==> src/rtl/ddr2_traffic_gen_if.sv <==
// Local-side bus between the DDR2 traffic generator and the memory controller.
//
// Handshake: a request (write_req or read_req, never both) is presented with
// address and write data and is accepted in any cycle where the strobe and
// local_ready are both high at the rising clock edge. While the strobe is
// high and local_ready is low, address and write data are held stable.
// local_rdata is meaningful only in cycles where local_rdata_valid is high;
// read data returns in request order.
interface ddr2_traffic_gen_if #(
  parameter int ADDR_W = 23,
  parameter int DATA_W = 64
);
  logic              local_init_done;
  logic              local_ready;
  logic [DATA_W-1:0] local_rdata;
  logic              local_rdata_valid;
  logic [ADDR_W-1:0] local_address;
  logic              local_write_req;
  logic              local_read_req;
  logic [DATA_W-1:0] local_wdata;

  modport master (
    input  local_init_done, local_ready, local_rdata, local_rdata_valid,
    output local_address, local_write_req, local_read_req, local_wdata
  );

  modport slave (
    output local_init_done, local_ready, local_rdata, local_rdata_valid,
    input  local_address, local_write_req, local_read_req, local_wdata
  );
endinterface

==> src/rtl/ddr2_traffic_gen.sv <==
// DDR2 traffic generator: writes a pattern over an address range, reads it
// back, compares against an independently regenerated pattern and reports
// status. Supports repeated passes in continuous mode.
module ddr2_traffic_gen #(
  parameter int ADDR_W    = 23,
  parameter int DATA_W    = 64,
  parameter int WORDS     = 256,
  parameter int BASE_ADDR = 0,
  parameter int ADDR_STEP = 1,
  parameter logic [31:0] LFSR_SEED = 32'hACE1_0001,
  parameter int TIMEOUT   = 4096
) (
  input  logic              clk,
  input  logic              rst,
  input  logic              start,
  input  logic              continuous,
  input  logic              stop,
  input  logic [1:0]        mode,
  ddr2_traffic_gen_if.master bus,
  output logic              busy,
  output logic              done,
  output logic              pass,
  output logic              timeout_err,
  output logic [15:0]       err_cnt,
  output logic [ADDR_W-1:0] first_err_addr,
  output logic [15:0]       pass_cnt,
  output logic [2:0]        state_dbg
);

  typedef enum logic [2:0] {
    S_IDLE      = 3'd0,
    S_WAIT_INIT = 3'd1,
    S_WRITE     = 3'd2,
    S_READ      = 3'd3,
    S_DRAIN     = 3'd4,
    S_DONE      = 3'd5
  } state_t;

  localparam logic [ADDR_W-1:0] BASE     = ADDR_W'(BASE_ADDR);
  localparam logic [ADDR_W-1:0] STEP     = ADDR_W'(ADDR_STEP);
  localparam logic [15:0]       LAST_IDX = 16'(WORDS - 1);
  localparam logic [16:0]       NWORDS   = 17'(WORDS);
  localparam logic [31:0]       IDLE_MAX = 32'(TIMEOUT - 1);
  localparam logic [31:0]       LFSR_MASK = 32'h8020_0003;  // taps 32,22,2,1

  // Galois LFSR, shifting right; feedback from bit 0.
  function automatic logic [31:0] lfsr_next(input logic [31:0] s);
    logic [31:0] n;
    n = {1'b0, s[31:1]};
    if (s[0]) n = n ^ LFSR_MASK;
    return n;
  endfunction

  // Data pattern for word index idx; lf is the LFSR state for that word.
  function automatic logic [DATA_W-1:0] pattern(input logic [1:0] m,
                                                input logic [15:0] idx,
                                                input logic [31:0] lf);
    logic [DATA_W-1:0] p;
    logic [15:0]       bitpos;
    p = '0;
    bitpos = idx % 16'(DATA_W);
    case (m)
      2'd0: p = DATA_W'(idx);
      2'd1: p = ~DATA_W'(idx);
      2'd2: p = {{(DATA_W-1){1'b0}}, 1'b1} << bitpos;
      default: p = {(DATA_W/32){lf}};
    endcase
    return p;
  endfunction

  state_t            state, state_nx;
  logic [1:0]        mode_q;
  logic              stop_q;
  logic              gap_q;
  logic [15:0]       idx_q;
  logic [ADDR_W-1:0] addr_q;
  logic [31:0]       lfsr_w;
  logic [16:0]       r_cnt;
  logic [ADDR_W-1:0] raddr_q;
  logic [31:0]       lfsr_r;
  logic [31:0]       idle_cnt;
  logic [15:0]       err_q;
  logic [ADDR_W-1:0] first_err_q;
  logic [15:0]       pass_q;
  logic              timeout_q;

  logic wr_on, rd_on, accept, last_issue;
  logic rx_ok, mismatch, rx_done;
  logic load_w, load_r, pass_end, run_start, to_timeout;

  // Request strobes, acceptance and checker qualifiers.
  always_comb begin
    wr_on      = (state == S_WRITE);
    rd_on      = (state == S_READ) && !gap_q;
    accept     = (wr_on || rd_on) && bus.local_ready;
    last_issue = (idx_q == LAST_IDX);
    rx_ok      = bus.local_rdata_valid && (r_cnt < NWORDS) &&
                 ((state == S_READ) || (state == S_DRAIN));
    mismatch   = rx_ok && (bus.local_rdata != pattern(mode_q, r_cnt[15:0], lfsr_r));
    rx_done    = (r_cnt == NWORDS);
  end

  // Next-state logic and per-transition control strobes.
  always_comb begin
    state_nx   = state;
    load_w     = 1'b0;
    load_r     = 1'b0;
    pass_end   = 1'b0;
    run_start  = 1'b0;
    to_timeout = 1'b0;
    case (state)
      S_IDLE, S_DONE: begin
        if (start) begin
          state_nx  = S_WAIT_INIT;
          run_start = 1'b1;
        end
      end
      S_WAIT_INIT: begin
        if (bus.local_init_done) begin
          state_nx = S_WRITE;
          load_w   = 1'b1;
        end
      end
      S_WRITE: begin
        if (!bus.local_init_done) begin
          state_nx = S_WAIT_INIT;
        end else if (accept && last_issue) begin
          state_nx = S_READ;
          load_r   = 1'b1;
        end
      end
      S_READ: begin
        if (!bus.local_init_done) begin
          state_nx = S_WAIT_INIT;
        end else if (accept && last_issue) begin
          state_nx = S_DRAIN;
        end
      end
      S_DRAIN: begin
        if (!bus.local_init_done) begin
          state_nx = S_WAIT_INIT;
        end else if (rx_done) begin
          pass_end = 1'b1;
          if (continuous && !stop_q && !stop) begin
            state_nx = S_WRITE;
            load_w   = 1'b1;
          end else begin
            state_nx = S_DONE;
          end
        end else if ((idle_cnt == IDLE_MAX) && !bus.local_rdata_valid) begin
          state_nx   = S_DONE;
          to_timeout = 1'b1;
        end
      end
      default: state_nx = S_IDLE;
    endcase
  end

  // State, issue side, checker side and status registers.
  always_ff @(posedge clk) begin
    if (rst) begin
      state       <= S_IDLE;
      mode_q      <= 2'd0;
      stop_q      <= 1'b0;
      gap_q       <= 1'b0;
      idx_q       <= 16'd0;
      addr_q      <= '0;
      lfsr_w      <= 32'd0;
      r_cnt       <= 17'd0;
      raddr_q     <= '0;
      lfsr_r      <= 32'd0;
      idle_cnt    <= 32'd0;
      err_q       <= 16'd0;
      first_err_q <= '0;
      pass_q      <= 16'd0;
      timeout_q   <= 1'b0;
    end else begin
      state <= state_nx;
      gap_q <= load_r;

      if (run_start) begin
        mode_q      <= mode;
        err_q       <= 16'd0;
        first_err_q <= '0;
        pass_q      <= 16'd0;
        timeout_q   <= 1'b0;
      end

      // A stop request is remembered until the pass it arrived in ends.
      if (run_start || pass_end) stop_q <= 1'b0;
      else if (busy && stop)     stop_q <= 1'b1;

      if (load_w || load_r) begin
        idx_q  <= 16'd0;
        addr_q <= BASE;
        lfsr_w <= LFSR_SEED;
      end else if (accept) begin
        idx_q  <= idx_q + 16'd1;
        addr_q <= addr_q + STEP;
        lfsr_w <= lfsr_next(lfsr_w);
      end

      if (load_w || load_r) begin
        r_cnt   <= 17'd0;
        raddr_q <= BASE;
        lfsr_r  <= LFSR_SEED;
      end else if (rx_ok) begin
        r_cnt   <= r_cnt + 17'd1;
        raddr_q <= raddr_q + STEP;
        lfsr_r  <= lfsr_next(lfsr_r);
      end

      if (mismatch) begin
        if (err_q != 16'hFFFF) err_q <= err_q + 16'd1;
        if (err_q == 16'd0)    first_err_q <= raddr_q;
      end

      if (pass_end)   pass_q    <= pass_q + 16'd1;
      if (to_timeout) timeout_q <= 1'b1;

      if ((state == S_DRAIN) && !bus.local_rdata_valid) idle_cnt <= idle_cnt + 32'd1;
      else                                               idle_cnt <= 32'd0;
    end
  end

  // Outputs; bus fields read as zero whenever no request phase is active.
  always_comb begin
    bus.local_write_req = wr_on;
    bus.local_read_req  = rd_on;
    bus.local_address   = (wr_on || state == S_READ) ? addr_q : '0;
    bus.local_wdata     = wr_on ? pattern(mode_q, idx_q, lfsr_w) : '0;
    busy           = (state == S_WAIT_INIT) || (state == S_WRITE) ||
                     (state == S_READ) || (state == S_DRAIN);
    done           = (state == S_DONE);
    pass           = (state == S_DONE) && (err_q == 16'd0) && !timeout_q;
    timeout_err    = timeout_q;
    err_cnt        = err_q;
    first_err_addr = first_err_q;
    pass_cnt       = pass_q;
    state_dbg      = state;
  end

endmodule

==> src/flat_wrapper.sv <==
// flat-port wrapper written by rule: the top's interface ports become plain ports
module ddr2_traffic_gen_flat 
#(
  parameter int ADDR_W    = 23,
  parameter int DATA_W    = 64,
  parameter int WORDS     = 256,
  parameter int BASE_ADDR = 0,
  parameter int ADDR_STEP = 1,
  parameter logic [31:0] LFSR_SEED = 32'hACE1_0001,
  parameter int TIMEOUT   = 4096
)
  (clk, rst, start, continuous, stop, mode, busy, done, pass, timeout_err, err_cnt, first_err_addr, pass_cnt, state_dbg, bus_local_init_done, bus_local_ready, bus_local_rdata, bus_local_rdata_valid, bus_local_address, bus_local_write_req, bus_local_read_req, bus_local_wdata);
  ddr2_traffic_gen_if #(.ADDR_W(ADDR_W), .DATA_W(DATA_W)) bus_i ();
  input  logic clk;
  input  logic rst;
  input  logic start;
  input  logic continuous;
  input  logic stop;
  input  logic [1:0] mode;
  output logic busy;
  output logic done;
  output logic pass;
  output logic timeout_err;
  output logic [15:0] err_cnt;
  output logic [ADDR_W-1:0] first_err_addr;
  output logic [15:0] pass_cnt;
  output logic [2:0] state_dbg;
  input wire logic [$bits(bus_i.local_init_done)-1:0] bus_local_init_done;
  input wire logic [$bits(bus_i.local_ready)-1:0] bus_local_ready;
  input wire logic [$bits(bus_i.local_rdata)-1:0] bus_local_rdata;
  input wire logic [$bits(bus_i.local_rdata_valid)-1:0] bus_local_rdata_valid;
  output wire logic [$bits(bus_i.local_address)-1:0] bus_local_address;
  output wire logic [$bits(bus_i.local_write_req)-1:0] bus_local_write_req;
  output wire logic [$bits(bus_i.local_read_req)-1:0] bus_local_read_req;
  output wire logic [$bits(bus_i.local_wdata)-1:0] bus_local_wdata;
  assign bus_i.local_init_done = bus_local_init_done;
  assign bus_i.local_ready = bus_local_ready;
  assign bus_i.local_rdata = bus_local_rdata;
  assign bus_i.local_rdata_valid = bus_local_rdata_valid;
  assign bus_local_address = bus_i.local_address;
  assign bus_local_write_req = bus_i.local_write_req;
  assign bus_local_read_req = bus_i.local_read_req;
  assign bus_local_wdata = bus_i.local_wdata;
  ddr2_traffic_gen #(.ADDR_W(ADDR_W), .DATA_W(DATA_W), .WORDS(WORDS), .BASE_ADDR(BASE_ADDR), .ADDR_STEP(ADDR_STEP), .LFSR_SEED(LFSR_SEED), .TIMEOUT(TIMEOUT)) u_core (.clk(clk), .rst(rst), .start(start), .continuous(continuous), .stop(stop), .mode(mode), .bus(bus_i), .busy(busy), .done(done), .pass(pass), .timeout_err(timeout_err), .err_cnt(err_cnt), .first_err_addr(first_err_addr), .pass_cnt(pass_cnt), .state_dbg(state_dbg));
endmodule
==> config.mk <==
export PLATFORM = sky130hd
export DESIGN_NAME = ddr2_traffic_gen_flat
export DESIGN_NICKNAME = d
export VERILOG_FILES = /design/src/rtl/ddr2_traffic_gen_if.sv /design/src/rtl/ddr2_traffic_gen.sv /design/src/flat_wrapper.sv
export SDC_FILE = /design/constraint.sdc
export NUM_CORES = 1
export LEC_CHECK = 0
export CELL_PAD_IN_SITES_DETAIL_PLACEMENT = 1
export CELL_PAD_IN_SITES_GLOBAL_PLACEMENT = 1
export CORE_UTILIZATION = 50
export CTS_CLUSTER_DIAMETER = 30
export CTS_CLUSTER_SIZE = 24
export DETAILED_ROUTE_END_ITERATION = 7
export DONT_BUFFER_PORTS = 1
export GPL_TIMING_DRIVEN = 0
export MAX_ROUTING_LAYER = met4
export PLACE_DENSITY = 0.87
export SKIP_CTS_REPAIR_TIMING = 1
export SLEW_MARGIN = 20
export SYNTH_ARGS = -nofsm -noshare
export SYNTH_HDL_FRONTEND = slang
export SYNTH_SLANG_ARGS = --single-unit
==> constraint.sdc <==
create_clock -name clk -period 7.1 [get_ports clk]
set_input_delay 1.42 -clock clk [delete_from_list [all_inputs] [get_ports clk]]
set_output_delay 1.42 -clock clk [all_outputs]
set_load 0.01 [all_outputs]
==> results of run 1 <==
path summary, 6_finish.rpt:
path | to | cells after the start | slack [ns]
worst max-delay path | bus_local_wdata[8] | 9 | 1.39
worst min-delay path | u_core.lfsr_r[17] | 2 | 0.47
worst max register to register | u_core.err_cnt[13] | 13 | 1.85
worst min register to register | u_core.lfsr_r[17] | 2 | 0.47
power groups by stage:
stage	sequential, mW	clock (mW)	combinational, mW
global route	1.37	2.51	0.354
floorplan	1.39	0	0.218
global placement	1.39	0	0.312
finish	1.37	2.45	0.336
detailed placement	1.39	0	0.316
CTS	1.37	2.44	0.323
layout make-up:
cell class / instances / area (um2)
fill: 3445 / 11370
multi-input combinational: 1495 / 8703
sequential: 238 / 4765
clock buffer: 62 / 1336
buffer: 144 / 634.4
tap: 378 / 473.0
clock inverter: 31 / 430.4
inverter: 37 / 138.9
antenna: 1 / 2.502
cell families (layout without fill, tap and decap cells):
family,count (synthesis),after routing,share of synthesized area [%]
adder cells (fa/ha/maj),18,18,1.582
AND/OR/NAND/NOR,872,872,29.77
other,0,1,0
XOR/XNOR,154,154,9.474
buffers and inverters,181,274,5.432
flip-flops,238,238,33.47
multiplexers,7,7,0.5185
AO/OA/AOI/OAI,444,444,19.76
per-stage QoR:
step | power (mW) | worst slack (ns) | cell area, um2 | std cells | hold slack [ns]
global placement | 1.704 | 2.170 | 14710 | 2292 | 0.4429
global route | 4.236 | 1.222 | 16480 | 2385 | 0.4921
floorplan | 1.604 | 3.157 | 14240 | 1914 | 0.4309
CTS | 4.133 | 1.554 | 16480 | 2385 | 0.4706
finish | 4.152 | 1.394 | 16480 | 2386 | 0.4689
detailed placement | 1.709 | 2.134 | 14710 | 2292 | 0.4526
critical path, stage by stage, from the launching register on:
cell,delay [ns]
dfxtp_1,0.57
buf_4,0.29
buf_2,0.27
buf_4,0.25
buf_2,0.33
nand2_1,0.19
nor4_1,0.82
clkbuf_1,0.40
a21oi_1,0.15
nor3_1,0.41
state kept, by name, indices dropped and copies added, names as in the netlist:
signal / cells
u_core.idle_cnt: 32
u_core.lfsr_r: 32
u_core.lfsr_w: 32
u_core.addr_q: 23
u_core.first_err_addr: 23
u_core.raddr_q: 23
u_core.r_cnt: 17
u_core.err_cnt: 16
u_core.idx_q: 16
u_core.pass_cnt: 16
u_core.state_dbg: 3
u_core.mode_q: 2
u_core.gap_q: 1
u_core.stop_q: 1
u_core.timeout_err: 1
placed cells by master, fill, tap and decap left out, drive strengths merged, types with 9 or more instances in the layout:
| cell type | instances |
|---|---|
| clkinvlp | 11 |
| nor2b | 30 |
| nor3 | 43 |
| o22ai | 9 |
| inv | 37 |
| xor2 | 81 |
| a31oi | 23 |
| or3 | 16 |
| a211oi | 10 |
| nand4 | 49 |
| a221oi | 17 |
| o21ai | 62 |
| nand2b | 33 |
| ha | 18 |
| a21oi | 197 |
| nand3 | 86 |
| buf | 42 |
| nand2 | 278 |
| and3 | 29 |
| nor4 | 25 |
| clkinv | 13 |
| clkbuf | 164 |
| dfxtp | 238 |
| o32ai | 10 |
| and2 | 46 |
| xnor2 | 73 |
| nor2 | 194 |
| a21o | 24 |
| a32oi | 26 |
per-layer routing:
metal,part of all wire (%),vias up,GRT usage (%)
li1,-,6866,-
met1,39,8030,51.27
met2,46,1021,71.34
met3,9.6,281,10.55
met4,5.1,0,22.48
met5,0,-,-
==> impl_metrics.tcl, run 1 <==
set metrics [dict create \
    switching_share_pct 26.50 \
    seq_area_frac_synth_pct 33.47 \
    synth_nets 2006 \
    startpoint "u_core.mode_q[1]" \
    crit_path_start_kind "register" \
    start_util_pct 51.10 \
    avgViaCountPerCell 6.789 \
    cts.htree.levels 2 \
    dr.pass1.iters 6 \
    synth_area_um2 14240 \
    path_clk_slew_ns 0.05 \
    setup_tns_ns 0 \
    timing.rr.start "u_core.r_cnt[1]" \
    dieWidth_um 170.7 \
    hp-class "register to register" \
    grt_pass1_wl_um 96680 \
    synth_flop_cell "dfxtp_1" \
    grt_pass1_vias 16570 \
    ys_seq_elements 238 \
    wirelength_um 64070 \
    p_clk_share_pct 59.0 \
    internal_power_mw 3.052 \
    finalHoldViolCount 0 \
    die_height_um 170.7 \
    slew_headroom_pct 24.04 \
    drive_gt1_share_pct 7.275 \
    fmax_mhz 175.3 \
    nets 2058 \
    grt_max_degree 16 \
    num_io_pins 225 \
    async_flop_share_pct 0 \
    core_area_um2 27860 \
    rows 61 \
    powerDensity_nw_per_um2 251.9 \
    crit_path_end_kind "output pin" \
    drt_iter0_markers 1491 \
    grt_overflow 0 \
    synth.top_cell.area_share_pct 33.47 \
    p_sw_mw 1.100 \
    period_share_pct 80.37 \
    cts_root_buf "clkbuf_16" \
    cp_data_arrival_time_ns 4.29 \
    grt_setup_unrepaired "no" \
    status "finished, final reports clean" \
    place_congestion 1.061 \
    drc 0 \
    vdd_ir_drop_max_mv 0.3023 \
    worstHoldStart "u_core.lfsr_r[18]" \
    cts_tree "yes" \
    tritoncts_num_sinks 238 \
    synth_cell_types 87 \
    finClkSkew_ns 0.05662 \
    clock_path_buffers 3 \
    finalCriticalPeriod_ns 5.706 \
    worst-path-max-fanout 10 \
    critical_path_required_ns 5.68 \
    dp_hpwl_um 42110 \
    worst_pin_slew_ns 1.131 \
    synthToLayoutAreaGrowth_pct 15.78 \
    yosysTopAreaCell "dfxtp_1" \
    syn_inst 1914 \
    synth-edff-count 0 \
    yosysWarnings 0 \
    power_frac_comb_pct 8.1 \
    ys_top_cells_by_area "dfxtp_1 33%, nand2_1 7.3%, a21oi_1 6.9%" \
    fin_util_pct 59.17 \
    synth.most_common_cell "nand2_1" \
    port_buffers 0 \
    criticalPathCategory "register to output pin" \
    drv_slew 0 \
    finalSetupViolations 0 \
    pwr-share-seq_pct 32.9 \
    ys_top_cells_by_count "277 x nand2_1, 238 x dfxtp_1, 196 x a21oi_1, 192 x nor2_1, 101 x clkbuf_1" \
    clk_latency_ns 0.58 \
    avgSynthCellArea_um2 7.438 \
    p_leak_nw 5.404 \
    vias 16200 \
    routedWlPerCell_um 26.85 \
    final_antenna_net_count 0 \
    die_area_um2 29150 \
    track_usage_pct 44.26 \
    maxCapViolations 0 \
    antenna_found_initial 0 \
    numCtsBuffers 50 \
]
Power figures use the tool's default switching activity.
==> run 2, diff against run 1 <==
Settings changed: ABC_AREA set to 1, CORE_UTILIZATION 50 to 40, PLACE_DENSITY 0.87 to 0.79.
Clock period 7.1 ns to 4.8 ns, I/O delays scaled along.
==> impl_metrics.tcl, run 2 <==
set metrics [dict create \
    layout.cells.most_common "nand2_1" \
    synth.top_cell.area_share_pct 31.32 \
    finalHoldViolCount 0 \
    reg2reg_slack_ns 1.46 \
    synth_flop_cell "dfxtp_1" \
    top_regs "u_core.idle_cnt (32), u_core.lfsr_r (32), u_core.lfsr_w (32)" \
    ys_seq_elements 238 \
    fin_cells 3166 \
    worst_slack_ns 0.5354 \
    holdWs_ns 0.4601 \
    nets 2692 \
    cpMostUsedCell "nand2_1" \
    vias 17730 \
    fmax_mhz 234.5 \
    core_area_um2 37580 \
    clock_path_buffers 3 \
    crit_path_end_kind "output pin" \
    slowest_delay_ns 0.64 \
    syn_inst 2531 \
    die_area_um2 38820 \
    grt_pass1_vias 18240 \
    synth_cell_types 48 \
    drv_slew 0 \
    p_leak_nw 7.005 \
    dr.pass1.iters 5 \
    tritoncts_num_sinks 238 \
    avgViaCountPerCell 5.599 \
    port_buffers 0 \
    drive_gt1_share_pct 6.828 \
    criticalPathCategory "register to output pin" \
    rows 71 \
    synth-edff-count 0 \
    drc 0 \
    grt_pass1_wl_um 97120 \
    async_flop_share_pct 0 \
    place_congestion 0.9457 \
    die_height_um 197.0 \
    num_io_pins 225 \
    avgSynthCellArea_um2 6.011 \
    period_share_pct 88.85 \
    setup_tns_ns 0 \
    powerDensity_nw_per_um2 492.7 \
    yosysTopAreaCell "dfxtp_1" \
    routedWlPerCell_um 19.68 \
    worst-path-max-fanout 10 \
    crit_path_start_kind "register" \
    hp-class "register to register" \
    drt_iter0_markers 1046 \
    preCtsSetupSlack_ns 1.257 \
    wirelength_um 62300 \
    grt_overflow 0 \
    ys_top_cells_by_area "dfxtp_1 31%, nand2_1 17%, nor2_1 8.9%" \
    grt_setup_unrepaired "no" \
    post-place-cells 3042 \
    seq_area_frac_synth_pct 31.32 \
    start_util_pct 40.49 \
    dp_hpwl_um 46240 \
    numCtsBuffers 67 \
    cts_tree "yes" \
    synth_area_um2 15210 \
    antenna_found_initial 4 \
    layout_common_cells "685 x nand2_1, 362 x nor2_1, 266 x inv_1" \
    clk_latency_ns 0.58 \
    track_usage_pct 32.62 \
    maxCapViolations 0 \
    cp_data_arrival_time_ns 3.30 \
    synthToLayoutAreaGrowth_pct 19.95 \
    dieWidth_um 197.0 \
    critical_path_required_ns 3.84 \
    finalCriticalPeriod_ns 4.265 \
    worst_pin_slew_ns 0.8608 \
    finalSetupViolations 0 \
    cp_slowest_cell "nor2_1" \
    vdd_ir_drop_max_mv 0.3011 \
    final_antenna_net_count 0 \
    grt_max_degree 11 \
    synth.most_common_cell "nand2_1" \
    cts.htree.levels 3 \
    yosysWarnings 0 \
    ys_top_cells_by_count "685 x nand2_1, 362 x nor2_1, 266 x inv_1, 238 x dfxtp_1, 198 x a21oi_1" \
    path_clk_slew_ns 0.04 \
    path_cells "buf_4, inv_2, clkbuf_1, nor2_1, nand2_1, inv_1, nand2_1, a41oi_1" \
    slew_headroom_pct 42.61 \
    cts_root_buf "clkbuf_16" \
    status "finished, final reports clean" \
    finClkSkew_ns 0.02078 \
    synth_nets 2623 \
]
## run 2: cell types whose count changed after synthesis, sizes merged, moves of 29 or more
cell    previous run  this run
and2              46         1
clkbuf           102        73
inv               35       271
nand2            278       686
nand2b            33         1
nand3             86       170
nor2             194       367
nor2b             30         0
nor3              43        77
o21ai             62       140
xnor2             73        12
xor2              81        49
## run 2: final cells by class
| class | count | area [um2] |
|---|---|---|
| Tap cell | 511 | 639.4 |
| Inverter | 273 | 1025 |
| Sequential cell | 238 | 4765 |
| Buffer | 127 | 578.1 |
| Antenna cell | 4 | 10.01 |
| Multi-Input combinational cell | 1893 | 8852 |
| Clock buffer | 86 | 1882 |
| Clock inverter | 34 | 499.2 |
| Fill cell | 5043 | 19330 |
## run 2: power by group
group / total (mW) / internal [mW] / switching [mW]
logic: 2.05 / 0.556 / 1.49
registers: 2.24 / 2.09 / 0.142
clock network: 4.71 / 3.34 / 1.37
## run 2: final timing paths
check,start,end,cells past startpoint
max,u_core.mode_q[1],bus_local_wdata[3],8
min,u_core.idle_cnt[0],u_core.idle_cnt[0],1
max reg2reg,u_core.mode_q[1],u_core.err_cnt[2],15
min reg2reg,u_core.idle_cnt[0],u_core.idle_cnt[0],1
## run 2: metal layers
layer / up-vias / wire length (um) / track usage, %
li1: 8383 / - / -
met1: 8687 / 25730 / 36.57
met2: 522 / 30630 / 56.18
met3: 135 / 3931 / 7.068
met4: 0 / 2004 / 13.21
met5: - / 0 / -
## run 2: through the flow
step | total power [mW] | utilization (%) | instance area [um2]
2_1_floorplan | 3.581 | - | 15210
6_report | 8.992 | 48.57 | 18250
4_1_cts | 9.003 | 48.54 | 18240
3_3_place_gp | 4.190 | 42.19 | 15850
3_5_place_dp | 4.271 | 42.20 | 15860
5_1_grt | 9.347 | 48.57 | 18250
## run 2: cells by family (layout without fill, tap and decap cells)
| kind of cell | Yosys count | after routing | share of synthesized area (%) |
|---|---|---|---|
| DFF | 238 | 238 | 31.32 |
| xor gates and xnor gates | 61 | 61 | 3.511 |
| AOI/OAI and AO/OA | 399 | 399 | 14.03 |
| buffers and inverters | 400 | 520 | 10.53 |
| adders and majority gates | 18 | 18 | 1.480 |
| and+or+nand+nor | 1415 | 1415 | 39.13 |
| other | 0 | 4 | 0 |
## run 2: worst max-delay path, delay by kind of cell (launching register included)
family | cells | cell delay (ns)
AO/OA/AOI/OAI | 1 | 0.37
flip-flops | 1 | 0.30
AND/OR/NAND/NOR | 3 | 1.07
buffers and inverters | 4 | 0.99
